### src/rtl/cv_hdmi_pkg.sv
// Shared HDMI period codes and control/guard symbols used by the period scheduler
// and the downstream TMDS encode/mux stage.
package cv_hdmi_pkg;

    typedef enum logic [1:0] {
        PERIOD_CTRL  = 2'd0,
        PERIOD_PRE   = 2'd1,
        PERIOD_GUARD = 2'd2,
        PERIOD_VIDEO = 2'd3
    } period_e;

    // {CTL3,CTL2,CTL1,CTL0} announcing a video data period
    localparam logic [3:0] CTL_PREAMBLE_VIDEO = 4'b0001;

    localparam logic [9:0] GUARD_WORD_BR = 10'b10_1100_1100;
    localparam logic [9:0] GUARD_WORD_G  = 10'b01_0011_0011;

    // Channel index: 0 = blue, 1 = green, 2 = red
    function automatic logic [9:0] guard_word(input logic [1:0] chan);
        return (chan == 2'd1) ? GUARD_WORD_G : GUARD_WORD_BR;
    endfunction

endpackage

### src/rtl/cv_delay_line.sv
// Fixed-length shift register; dout is din delayed by D clocks, cleared on reset.
module cv_delay_line #(
    parameter int W = 3,
    parameter int D = 10
) (
    input  logic         clk,
    input  logic         reset_n,
    input  logic [W-1:0] din,
    output logic [W-1:0] dout
);

    genvar gi;
    generate
        for (gi = 0; gi < D; gi++) begin : g_stage
            logic [W-1:0] tap_d;
            logic [W-1:0] tap_q;

            if (gi == 0) begin : g_first
                assign tap_d = din;
            end else begin : g_rest
                assign tap_d = g_stage[gi-1].tap_q;
            end

            always_ff @(posedge clk or negedge reset_n) begin
                if (!reset_n) begin
                    tap_q <= '0;
                end else begin
                    tap_q <= tap_d;
                end
            end
        end
    endgenerate

    assign dout = g_stage[D-1].tap_q;

endmodule

### src/rtl/cv_period_sched.sv
// HDMI period scheduler: delays {de,hs,vs} so a video preamble and leading guard
// band can be slotted in ahead of each active run, and flags too-short blanking.
module cv_period_sched
    import cv_hdmi_pkg::*;
#(
    parameter int PRE_LEN   = 8,
    parameter int GUARD_LEN = 2,
    parameter int MIN_CTRL  = 12
) (
    input  logic       clk,
    input  logic       reset_n,
    input  logic       hdmi_en,
    input  logic       de_in,
    input  logic       hs_in,
    input  logic       vs_in,
    input  logic       err_clr,
    output logic [1:0] period,
    output logic       hs_out,
    output logic       vs_out,
    output logic [1:0] ctrl_b,
    output logic [1:0] ctrl_g,
    output logic [1:0] ctrl_r,
    output logic       err_short_ctrl
);

    localparam int DLY     = PRE_LEN + GUARD_LEN;
    localparam int LOW_SAT = MIN_CTRL + GUARD_LEN;
    localparam int CNT_MAX = (PRE_LEN > GUARD_LEN) ? PRE_LEN : GUARD_LEN;
    localparam int CNT_W   = (CNT_MAX > 1) ? $clog2(CNT_MAX) : 1;
    localparam int LOW_W   = $clog2(LOW_SAT + 1);

    localparam logic [CNT_W-1:0] PRE_LAST   = CNT_W'(PRE_LEN - 1);
    localparam logic [CNT_W-1:0] GUARD_LAST = CNT_W'(GUARD_LEN - 1);
    localparam logic [LOW_W-1:0] LOW_SAT_V  = LOW_W'(LOW_SAT);

    logic             de_tap, hs_tap, vs_tap;
    logic             de_prev_d, de_prev_q;
    logic [LOW_W-1:0] low_cnt_d, low_cnt_q;
    logic [CNT_W-1:0] cnt_d, cnt_q;
    period_e          period_d, period_q;
    logic             hs_out_d, hs_out_q;
    logic             vs_out_d, vs_out_q;
    logic             err_d, err_q;
    logic             rise;
    logic             err_set;

    cv_delay_line #(
        .W (3),
        .D (DLY)
    ) u_delay (
        .clk     (clk),
        .reset_n (reset_n),
        .din     ({de_in, hs_in, vs_in}),
        .dout    ({de_tap, hs_tap, vs_tap})
    );

    assign rise    = de_in & ~de_prev_q;
    // A blanking run shorter than the output control period needs is flagged at its end
    assign err_set = rise & (low_cnt_q < LOW_SAT_V);

    always_comb begin
        de_prev_d = de_in;
        hs_out_d  = hs_tap;
        vs_out_d  = vs_tap;
        low_cnt_d = low_cnt_q;
        err_d     = err_q;

        if (de_in) begin
            low_cnt_d = '0;
        end else if (low_cnt_q != LOW_SAT_V) begin
            low_cnt_d = low_cnt_q + 1'b1;
        end

        if (err_set) begin
            err_d = 1'b1;
        end else if (err_clr) begin
            err_d = 1'b0;
        end
    end

    always_comb begin
        period_d = period_q;
        cnt_d    = cnt_q;
        case (period_q)
            PERIOD_CTRL: begin
                if (de_tap) begin
                    period_d = PERIOD_VIDEO;
                end else if (hdmi_en && rise) begin
                    period_d = PERIOD_PRE;
                    cnt_d    = '0;
                end
            end
            PERIOD_PRE: begin
                if (cnt_q == PRE_LAST) begin
                    period_d = PERIOD_GUARD;
                    cnt_d    = '0;
                end else begin
                    cnt_d = cnt_q + 1'b1;
                end
            end
            PERIOD_GUARD: begin
                if (cnt_q == GUARD_LAST) begin
                    period_d = PERIOD_VIDEO;
                end else begin
                    cnt_d = cnt_q + 1'b1;
                end
            end
            PERIOD_VIDEO: begin
                if (!de_tap) begin
                    period_d = PERIOD_CTRL;
                end
            end
            default: period_d = PERIOD_CTRL;
        endcase
    end

    always_ff @(posedge clk or negedge reset_n) begin
        if (!reset_n) begin
            period_q  <= PERIOD_CTRL;
            cnt_q     <= '0;
            de_prev_q <= 1'b0;
            low_cnt_q <= LOW_SAT_V;
            hs_out_q  <= 1'b0;
            vs_out_q  <= 1'b0;
            err_q     <= 1'b0;
        end else begin
            period_q  <= period_d;
            cnt_q     <= cnt_d;
            de_prev_q <= de_prev_d;
            low_cnt_q <= low_cnt_d;
            hs_out_q  <= hs_out_d;
            vs_out_q  <= vs_out_d;
            err_q     <= err_d;
        end
    end

    assign period         = period_q;
    assign hs_out         = hs_out_q;
    assign vs_out         = vs_out_q;
    assign ctrl_b         = {vs_out_q, hs_out_q};
    assign ctrl_g         = (period_q == PERIOD_PRE) ? CTL_PREAMBLE_VIDEO[1:0] : 2'b00;
    assign ctrl_r         = (period_q == PERIOD_PRE) ? CTL_PREAMBLE_VIDEO[3:2] : 2'b00;
    assign err_short_ctrl = err_q;

endmodule

### config.mk
export PLATFORM = sky130hd
export DESIGN_NAME = cv_period_sched
export DESIGN_NICKNAME = d
export VERILOG_FILES = /design/src/rtl/cv_hdmi_pkg.sv /design/src/rtl/cv_delay_line.sv /design/src/rtl/cv_period_sched.sv
export SDC_FILE = /design/constraint.sdc
export NUM_CORES = 1
export LEC_CHECK = 0
export ABC_AREA = 0
export CAP_MARGIN = 20
export CORE_MARGIN = 1.5
export CORE_UTILIZATION = 48
export DETAILED_ROUTE_END_ITERATION = 8
export GPL_TIMING_DRIVEN = 0
export PLACE_DENSITY = 0.7
export SETUP_SLACK_MARGIN = 0.3
export SKIP_CTS_REPAIR_TIMING = 1
export SLEW_MARGIN = 0
export SYNTH_ARGS = -nofsm -noshare
export SYNTH_HDL_FRONTEND = slang
export SYNTH_HIERARCHICAL = 1
export SYNTH_SLANG_ARGS = --single-unit
export TNS_END_PERCENT = 30
### constraint.sdc
create_clock -name clk -period 1.3 [get_ports clk]
set_input_delay 0.39 -clock clk [delete_from_list [all_inputs] [get_ports clk]]
set_output_delay 0.39 -clock clk [all_outputs]
set_load 0.005 [all_outputs]
==> key figures <==
Synth
  – Post-synth top cells: dfrtp_1, ha_1, inv_1
  – Yosys cell types: 26
  – Post-synthesis cell area: 0.00150 mm2
  – Post-synthesis sequential area ratio: 71.9%
  – Largest cells by area after synthesis: dfrtp_1, ha_1, dfstp_2
  – Yosys top cell area share: roughly two thirds
  – Top-count cell post-synth: dfrtp_1
  – Number of flops mapped to enable cells by yosys: 0
  – Mean Syn Cell Area: 15.0 um2
  – Top_reg_cell synth: dfrtp_1
  – Asr flop ratio synth: 100%
  – Register bit count reported by yosys: 43
  – Synth area leader: dfrtp_1
  – Synth Warn #: 6
  – Syn Inst Count: 100

Timing
  – Post-route setup slack: -0.217 ns
  – RSZ-0062 raised after global routing: true
  – Setup TNS: -1.29 ns
  – Final period utilization: 117%
  – Final hold slack: 0.147 ns
  – Tmin final: 1.52 ns
  – Worst-Margin Slew: between 0.8 and 0.9 ns
  – Slew margin rel.: 41.4%
  – Fin. Hold Viols: 0
  – Clk_skew: ~0.0032 ns
  – Final setup fails: 10
  – Max-slew violations: 0
  – FMAX: ~660 MHz

Final layout
  – FF/Latch Area: 0.00108 mm2
  – Area of the multi-input gates: about 450 um2
  – P&R area growth vs syn: 25.3%
  – Inserted Diodes: 0
  – Nets: 143
  – Layout fillers: 225
  – Finished Layout Cells: ~160
  – Layout cells sized above 1: 33.6%

Routing
  – Post-DRT Antenna Nets: 0
  – Drt first pass iters: 4
  – Final wirelength: 2.13 mm
  – Vias: 816
  – Via density: between 5 and 6
  – WL per Instance: ~13 um
  – DR iter-0 viols: 15
  – Drt drc: 0

Critical path
  – Crit-path max FO: 4
  – Startpoint Class: flop
  – CP required: a little over 0.9 ns
  – Crit Path Class: flop to output port
  – Delay-heaviest family, CP: flip-flops
  – CP endpoint kind: output port
  – Crit-path cells: inv_2 -> ha_4 -> clkbuf_2
  – Arrival @ worst endpoint: 1.13 ns
  – Worst stage delay on the critical path: ~0.44 ns
  – WP buf/inv: 2
  – Critical Path Slowest Stage Cell: dfrtp_1

Placed design
  – Routability cong.: 0.695
  – Cell count after placement: 149
  – DP Wirelength: roughly 1.4 mm
  – Number of buffers added on ports: 14

GRT
  – Pin count of the biggest net entering global routing: 44
  – First-pass GRT wire length: 3.47 mm
  – Initial antenna violation count: 0
  – Number of global-route vias before repair: 819
  – Grt total ovfl: 0
  – GRT Overall Usage: between 10 and 15%

Power
  – Sw Pwr: 0.997 mW
  – Sw Ratio: 28.9%
  – Worst-case vdd ir drop: 896 uV
  – Clock Power Share: 25.7%
  – Leak: 0.869 nW
  – Sequential power share: 45.6%
  – Internal: 2.46 mW
  – Comb pwr share: 28.7%
  – Power Density: 1840 mW/mm2

Clock tree
  – Number of buffers created by CTS: 5
  – Sink Count: between 40 and 50
  – CTS Buffer Depth: 2
  – Clock-pin slew on the worst setup and hold paths: 0.12 ns
  – Clk_lat worst skew: 0.35 ns
  – H-tree levels: 2
  – Root Driver: clkbuf_4
  – TritonCTS clock tree: yes

Die
  – Die ar.: 0.00347 mm2
  – Rows: 20
  – Core area: around 0.003 mm2
  – Initial Util: 50.0%
  – Chip width: 58.9 um
  – Die Ht: just under 60 um
  – # IOs: 18

Run status
  – Outcome: finished with violations
  – Failing checks: setup timing

Job
  – Max_cap viols: 0

Worst hold path
  – Hold WC Path Type: input pin to asynchronous set/reset pin
## routing by layer
metal / wire length, um / track usage [%]
met2: 1060 / 23.5
met4: 47 / 8.12
met5: 0 / 0
met3: 123 / 6.59
met1: 890 / 15.3
## final timing paths
kind | from | to | slack (ns) | cells past startpoint
max reg2reg | period[1] | period[1] | -0.21 | 6
max in group asynchronous | reset_n | period[0] | 0.55 | 1
min in group clk | de_in | de_prev_q | 0.33 | 1
min | reset_n | vs_out | 0.15 | 1
max | period[1] | ctrl_g[0] | -0.22 | 3
min reg2reg | u_delay/g_stage[3].tap_q[2] | u_delay/g_stage[4].tap_q[2] | 0.36 | 0
## power groups by stage
stage          Combinational (mW)  Sequential (mW)  Clock [mW]
6_report                    0.992             1.58       0.890
5_1_grt                      1.09             1.59       0.988
4_1_cts                     0.835             1.58       0.930
3_5_place_dp                0.830             1.60           0
3_3_place_gp                0.806             1.59           0
2_1_floorplan               0.576             1.58           0
## metrics by stage
step	util [%]	power, mW	worst slack (ns)	area, um2
after floorplan	-	2.16	-0.104	1540
after global placement	57.3	2.39	-1.21	1720
after detailed placement	57.1	2.43	-0.581	1720
after CTS	60.1	3.34	-0.660	1810
after global routing	62.7	3.67	-0.285	1880
final	62.7	3.46	-0.217	1880
## flip-flops by register name, summed over array words and instances (netlist names), 2 cells and up
name                   count
low_cnt_q                  4
u_delay/dout               3
period                     2
u_delay/g_stage.tap_q     27
cnt_q                      3
## area by class of cell
cell class | count | area share [%]
Inverter | 7 | 1.40
Timing Repair Buffer | 18 | 7.85
Tap cell | 33 | 2.19
Clock buffer | 6 | 2.73
Clock inverter | 2 | 2.06
Buffer | 5 | 2.39
Multi-Input combinational cell | 47 | 23.9
Sequential cell | 43 | 57.4
## cell families after synthesis
family / synth area share [%]
other: 0.250
muxes: 3.50
buffers and inverters: 4.25
and+or+nand+nor: 6.25
AOI/OAI and AO/OA: 5.75
DFF: 71.9
adders and majority gates: 7.50
xor gates and xnor gates: 0.583
## placed cells by master, fill, tap and decap left out, types with 4 or more instances in the layout
| master | n |
|---|---|
| clkbuf_4 | 5 |
| buf_4 | 5 |
| ha_4 | 5 |
| clkdlybuf4s50_1 | 4 |
| clkbuf_2 | 5 |
| inv_1 | 5 |
| buf_6 | 6 |
| nor2_1 | 5 |
| dfrtp_1 | 39 |
## worst reg2reg max path, stage by stage, from the launching register on
cell and delay [ns]:
dfrtp_1 0.42, inv_2 0.08, buf_6 0.12, ha_4 0.17, nor2b_1 0.14, a221oi_2 0.29
mux2i_1 0.22
No activity file was read; power rests on OpenSTA's default activity.
